`config.mk`:
```
export PLATFORM = sky130hd
export DESIGN_NAME = branch_resolver
export DESIGN_NICKNAME = d
export VERILOG_FILES = /design/src/rtl/bp_pkg.sv /design/src/rtl/branch_queue.sv /design/src/rtl/branch_resolver.sv
export SDC_FILE = /design/constraint.sdc
export NUM_CORES = 1
export LEC_CHECK = 0
export CORE_UTILIZATION = 30
export CTS_BUF_LIST = sky130_fd_sc_hd__clkbuf_4
export CTS_CLUSTER_DIAMETER = 60
export DETAILED_ROUTE_END_ITERATION = 10
export GPL_TIMING_DRIVEN = 0
export SETUP_SLACK_MARGIN = 0.05
export SYNTH_ARGS = -nofsm -noshare
export SYNTH_HDL_FRONTEND = slang
export SYNTH_HIERARCHICAL = 1
export SYNTH_SLANG_ARGS = --single-unit
export TNS_END_PERCENT = 30
```
`constraint.sdc`:
```
create_clock -name clk -period 5.6 [get_ports clk]
set_clock_uncertainty 0.05 [all_clocks]
set_input_delay 1.12 -clock clk [delete_from_list [all_inputs] [get_ports clk]]
set_output_delay 1.12 -clock clk [all_outputs]
set_load 0.005 [all_outputs]
```
`src/rtl/bp_pkg.sv`:
```
// Shared types and constants for the branch-resolution path.
package bp_pkg;
  localparam int BP_XLEN    = 32;
  localparam int INSN_BYTES = 4;

  typedef struct packed {
    logic               taken;
    logic [BP_XLEN-1:0] pc;
    logic [BP_XLEN-1:0] target;
  } bq_entry_t;
endpackage

```
`src/rtl/branch_queue.sv`:
```
// In-order FIFO of in-flight predicted branches; wrap-bit pointers, sync clear.
module branch_queue #(
  parameter int DEPTH = 4,
  parameter int W     = 65
) (
  input  logic         clk,
  input  logic         rst_n,
  input  logic         clear,
  input  logic         push,
  input  logic         pop,
  input  logic [W-1:0] din,
  output logic [W-1:0] dout,
  output logic         full,
  output logic         empty
);
  localparam int AW = $clog2(DEPTH);

  logic [AW:0]  wr_ptr, rd_ptr;
  logic [W-1:0] mem [DEPTH];

  assign empty = (wr_ptr == rd_ptr);
  assign full  = (wr_ptr[AW] != rd_ptr[AW]) && (wr_ptr[AW-1:0] == rd_ptr[AW-1:0]);
  assign dout  = mem[rd_ptr[AW-1:0]];

  always_ff @(posedge clk or negedge rst_n) begin
    if (!rst_n) begin
      wr_ptr <= '0;
      rd_ptr <= '0;
    end else if (clear) begin
      wr_ptr <= '0;
      rd_ptr <= '0;
    end else begin
      if (push) wr_ptr <= wr_ptr + 1'b1;
      if (pop)  rd_ptr <= rd_ptr + 1'b1;
    end
  end

  // Storage needs no reset: pointers alone define what is valid.
  always_ff @(posedge clk) begin
    if (push && !clear) mem[wr_ptr[AW-1:0]] <= din;
  end
endmodule

```
`src/rtl/branch_resolver.sv`:
```
// Compares predicted branches against execute outcomes; emits predictor
// training strobes, mispredict flush/redirect and a saturating mispredict count.
module branch_resolver
  import bp_pkg::*;
#(
  parameter int DEPTH = 4,
  parameter int XLEN  = 32,
  parameter int CNT_W = 16
) (
  input  logic             clk,
  input  logic             rst_n,
  input  logic             pred_valid,
  output logic             pred_ready,
  input  logic             pred_taken,
  input  logic [XLEN-1:0]  pred_pc,
  input  logic [XLEN-1:0]  pred_target,
  input  logic             res_valid,
  input  logic             res_taken,
  input  logic [XLEN-1:0]  res_target,
  output logic             upd_valid,
  output logic             upd_outcome,
  output logic             flush,
  output logic [XLEN-1:0]  redirect_pc,
  output logic [CNT_W-1:0] mispred_cnt,
  output logic             underflow_err
);
  typedef struct packed {
    logic            taken;
    logic [XLEN-1:0] pc;
    logic [XLEN-1:0] target;
  } entry_t;

  entry_t head, wr_entry;
  logic   full, empty, push, resolve, mispred;

  assign pred_ready = !full;
  assign push       = pred_valid && !full;
  assign resolve    = res_valid && !empty;
  assign mispred    = resolve && ((res_taken != head.taken) ||
                                  (res_taken && (res_target != head.target)));

  always_comb begin
    wr_entry        = '0;
    wr_entry.taken  = pred_taken;
    wr_entry.pc     = pred_pc;
    wr_entry.target = pred_target;
  end

  // A mispredict clears the queue, which also drops any same-cycle push.
  branch_queue #(.DEPTH(DEPTH), .W($bits(entry_t))) u_queue (
    .clk   (clk),
    .rst_n (rst_n),
    .clear (mispred),
    .push  (push),
    .pop   (resolve),
    .din   (wr_entry),
    .dout  (head),
    .full  (full),
    .empty (empty)
  );

  always_ff @(posedge clk or negedge rst_n) begin
    if (!rst_n) begin
      upd_valid     <= 1'b0;
      upd_outcome   <= 1'b0;
      flush         <= 1'b0;
      redirect_pc   <= '0;
      mispred_cnt   <= '0;
      underflow_err <= 1'b0;
    end else begin
      upd_valid <= resolve;
      flush     <= mispred;
      if (resolve) upd_outcome <= res_taken;
      if (mispred) begin
        redirect_pc <= res_taken ? res_target : head.pc + XLEN'(INSN_BYTES);
        if (mispred_cnt != '1) mispred_cnt <= mispred_cnt + 1'b1;
      end
      if (res_valid && empty) underflow_err <= 1'b1;
    end
  end
endmodule

```
After elaboration in Yosys (flattened, before gate mapping)
Memory sizes are Yosys's and may differ from the RTL's.
Index checks and enable logic that the tools add are counted.
- input port bits: 102
- word-level logic and storage cells: 40
- bits in writable memories: 260
- register bits: 58
- memories kept: 1
- memory bits (read-only): 0
- latch bits: 0
- memories (name ; words ; width ; rd ports ; clocked after memory_dff ; wr ports ; RTL line ; text):
    u_queue.mem ; 4 ; 65 ; 1 ; 0 ; 1 ; branch_queue.sv:19 ; logic [W-1:0] mem [DEPTH];
- shifts and indexed selects: 0
- mux-type cells: 7
- divide/modulo/power cells: 0
- multipliers: 0
- bitwise logic cells: 0
- equality and inequality tests: 6
- $add $sub $neg: 4
- reduce and logical (&&, ||, !) cells: 14
- $lt $le $gt $ge: 0
- operators with widths (cell ; number):
    $add A32 B3 Y32 const B ; 1
    $mux W32 ; 1
    $ne A32 B32 Y1 ; 1
    $add A16 B1 Y16 const B ; 1
    $ne A16 B16 Y1 const B ; 1
    $mux W3 ; 4
    $logic_and A1 B1 Y1 ; 7
    $add A3 B1 Y3 const B ; 2
    $reduce_bool A2 Y1 ; 2
    $eq A3 B3 Y1 ; 1
    $logic_not A1 Y1 ; 3
    $eq A2 B2 Y1 ; 1
    $mux W1 ; 2
    $ne A1 B1 Y1 ; 2
    $reduce_and A2 Y1 ; 1
    $logic_or A1 B1 Y1 ; 1

Depth between registers and ports, before layout
An unclocked memory read counts as a cell.
- depth after elaboration: 9
- gate-level depth with buffers: 14
- mapped depth without buffers: 9

Cells and area by module
The synthesis kept the hierarchy.
- modules (own cells, without submodules) (module ; cells an instance ; times used ; seq. area each (um^2) ; area an instance (um^2)):
    branch_queue ; 377 ; 1 ; 7957.6 ; 9801.9
    branch_resolver ; 362 ; 1 ; 1301.2 ; 3373.2

Least setup slack after synthesis
OpenSTA, ideal clock, no wires.
- kind: reg-to-reg
- start point: reg u_queue.rd_ptr[0]
- end point: mem u_queue.mem[0][0] (enable)
- path slack: 0.744 ns
- required time: 5.120 ns
- arrival: 4.376 ns
- path buffers: 5
- cell stages (with the launch flop): 15
- cell sequence: dfrtp_1 buf_6 buf_12 buf_12 mux4_2 xor2_1 nor4_1 nand4_1 nor3_1 nand2b_1 buf_2 buf_2 inv_1 nor2b_1 and2_1
- RTL lines (item ; RTL line ; text):
    from (decl) ; branch_queue.sv:18 ; logic [AW:0] wr_ptr, rd_ptr;
    from (signal assigned) ; branch_queue.sv:34 ; if (pop) rd_ptr <= rd_ptr + 1'b1;
    to (decl) ; branch_queue.sv:19 ;

==> impl_results.md <==
- Antenna violations before repair: 6
- WHS: 334 ps
- Crit path largest cell delay: ~440 ps
- NumNets Final: between 1000 and 1500
- GRT Resource Usage Total: between 10% and 20%
- H-tree levels: 3
- Iter 0 DRT Violations: about 580
- Total Negative Setup Slacks: 0 ps
- Worst-Margin Slew: ~1100 ps
- M1 WL: around 16000 um
- Fmax: approximately 0.19 GHz
- Vias in the first global route: ~8000
- Layout area overhead: 26.9%
- Pwr/cell area: approximately 500 mW/mm^2
- Crit. Startpoint: u_queue/rd_ptr[1]
- Largest net degree at the start of global routing: 51
- Port Buffers: 154
- Worst Hold Class: input pin to async pin
- R2r startpoint: u_queue/rd_ptr[1]
- Layout cell share with drive strength beyond 1: a little over a quarter
- Crit path cell chain: buf_2 > buf_2 > mux4_2 > xor2_1 > nor4_1 > nand4_1 > nor3_2 > nand2b_1 > buf_2 > buf_2 > inv_1 > nor2b_4 > and2_4 > buf_16
- Number of synthesized flops with an enable pin: 260
- Post-DP Area: 0.0156 mm^2
- Slew Limit Headroom: roughly 29%
- Core footprint: roughly 0.043 mm^2
- Post-synth ARST share: a little under a fifth
- Final core occ: between 30% and 40%
- Die area: approximately 0.045 mm^2
- Yosys cell types: 44
- Final instance area: around 0.017 mm^2
- Met2 Wirelength: between 15000 and 20000 um
- Sequential share of power: 41.3%
- Clock sinks: 318
- Maximum Capacitance Violations: 0
- Cell Count, Final, Fillers Out: between 1500 and 2000
- Commonest non-fill, non-tap cell in the layout: edfxtp_1
- Pleak: roughly 5.8 nW
- Worst path slowest cell: dfrtp_1
- Die H: 212 um
- DR vias: ~7800
- Pre-CTS worst setup slack: -126 ps
- DR vias/cell: about 4.7
- Clock transition at path regs: roughly 70 ps
- Syn nets: 848
- Worst path required time: a little under 6000 ps
- Setup ws final: between 300 and 400 ps
- Io pins: about 160
- Avg Cell Area, Syn: between 15 and 20 um^2
- Fin crit share: 94.5%
- Power Total: between 8 and 9 mW
- Crit path kind: flop to flop
- Reg area: 0.00926 mm^2
- Worst-Skew Late Latency: around 740 ps
- Initial core utilization: a little under a third
- Critical path data arrival time: about 5600 ps
- Sw Ratio: about a third
- Multi-input gate area: 0.00374 mm^2
- Final setup viols: 0
- CP startpoint kind: flop
- # DRC: 0
- Final hold viol count: 0
- Commonest cells after routing, fill and taps aside: edfxtp_1 (260), clkdlybuf4s50_1 (153), clkbuf_4 (130)
- First-pass iteration count of the detailed router: 4
- Post-Syn Area: 0.0132 mm^2
- Cell Rows: 76
- Max Used Layer: met5
- GR Overflow Total: 0
- Synth warn: 6
- Die W: approximately 210 um
- Filler cells: 4142
- Peak supply drop: 0.000182 V
- CTS root buffer: clkbuf_4
- Final wirelength: around 35000 um
- Cell internal pwr: approximately 5.5 mW
- Status: completed
- CTS Hold Buffers Added: 0
- Met3 wire length: about 2600 um
- Register area share after synthesis: a little over two thirds
- Fin crit period: approximately 5300 ps
- Routed Antenna Nets: 0
- Dpl cells: roughly 1500
- TritonCTS clock tree: yes
- Crit path top cell by count: buf_2
- P_sw: between 2 and 3 mW
- FF+latch count, synth: 318
- Hpwl dp: roughly 24000 um
- Comb power frac: 33.5%
- Cts bufs inserted: 82
- Crit. End Element: flop
- Unrepaired setup endpoints after global routing: false
- RD Place Congestion: between 0.8 and 0.9
- Syn Inst Count: around 740
- Clock Path Buffers: 3
- Slew Limit Fails: 0
- Worst Path Max Fanout: 50
- Top_reg_cell synth: edfxtp_1
- WL/cell: 21.6 um
- First-pass GRT wire length: ~52000 um
- Clock power share: around 25%
[power by group through the flow]
stage | Combinational (mW) | Clock [mW] | Sequential [mW]
finish | 2.73 | 2.05 | 3.36
global route | 2.93 | 2.23 | 3.40
CTS | 2.75 | 2.12 | 3.36
detailed placement | 2.70 | 0 | 3.41
global placement | 2.62 | 0 | 3.44
floorplan | 1.61 | 0 | 3.35
[area by class of cell]
type / instances / share of cell area [%]
diodes: 5 / 0.0749
plain buffers: 28 / 1.21
clock buffers: 130 / 5.84
clock inverters: 17 / 0.666
inverters: 8 / 0.180
multi-input cells: 388 / 22.4
flip-flops and latches: 318 / 55.4
well taps: 585 / 4.38
repair buffers: 159 / 9.88
[critical path, delay by kind of cell, from the launching register on]
kind                   cells  cell delay (ps)
AND/OR/NAND/NOR            6             1930
multiplexers               1              360
buffers and inverters      6             1770
XOR/XNOR                   1              200
flip-flops                 1              440
[worst paths after layout]
check,to,slack [ps],cells past startpoint
max reg2reg,u_queue/mem[1][16],310,14
min,mispred_cnt[8],330,1
min reg2reg,underflow_err,410,1
min in group clk,underflow_err,410,1
max in group asynchronous,redirect_pc[0],4540,2
max,u_queue/mem[1][16],310,14
[Yosys cell counts, types with 2 or more instances]
library cell	instances	area, um^2
nor3b_1	3	22.5
dfrtp_1	58	1450
inv_1	7	26.3
or3_1	3	18.8
nor2b_1	2	12.5
buf_2	8	40.0
clkbuf_1	8	30.0
buf_12	4	80.1
and3_1	4	25.0
nand3b_1	2	15.0
mux2i_1	7	70.1
buf_1	3	11.3
o21ai_0	39	195
nand3_1	19	95.1
xnor2_1	11	96.3
buf_4	4	30.0
a21bo_2	2	20.0
nand4_1	9	56.3
mux2_2	29	327
nand2_1	48	180
nor4_1	14	87.6
mux4_2	65	1460
nor3_1	12	60.1
a21oi_1	2	10.0
nand2b_1	4	25.0
and4_1	3	26.3
ha_1	7	87.6
xor2_1	65	569
edfxtp_1	260	7810
nor2_1	18	67.6
and2_1	6	37.5
[timing repair]
item | 4_1_cts | 5_1_grt
setup buffers | 0 | 0
gates resized for setup | 2 | 3
hold endpoints to repair | 0 | 0
pin swaps | 3 | 0
cloned | 3 | 0
setup endpoints to repair | 67 | 152
[kinds of logic after synthesis]
| logic type | after synthesis | share of synthesized area [%] |
|---|---|---|
| AO/OA/AOI/OAI | 48 | 1.98 |
| multiplexers | 101 | 14.1 |
| XOR/XNOR | 76 | 5.05 |
| AND/OR/NAND/NOR | 153 | 6.13 |
| adder cells (fa/ha/maj) | 7 | 0.665 |
| flip-flops | 318 | 70.3 |
| buffers and inverters | 36 | 1.77 |
[flip-flops by register name, indices dropped and copies added (netlist names)]
name,flops
flush,1
mispred_cnt,16
redirect_pc,32
u_queue/mem,260
u_queue/rd_ptr,3
u_queue/wr_ptr,3
underflow_err,1
upd_outcome,1
upd_valid,1
[per-layer routing]
layer | vias to the layer above | GRT usage, %
met5 | - | 0
met4 | 6 | 4.55
met3 | 51 | 4.70
met2 | 270 | 24.9
met1 | 3989 | 21.9
li1 | 3456 | -
Note: power is estimated with default switching activity, not from simulation.
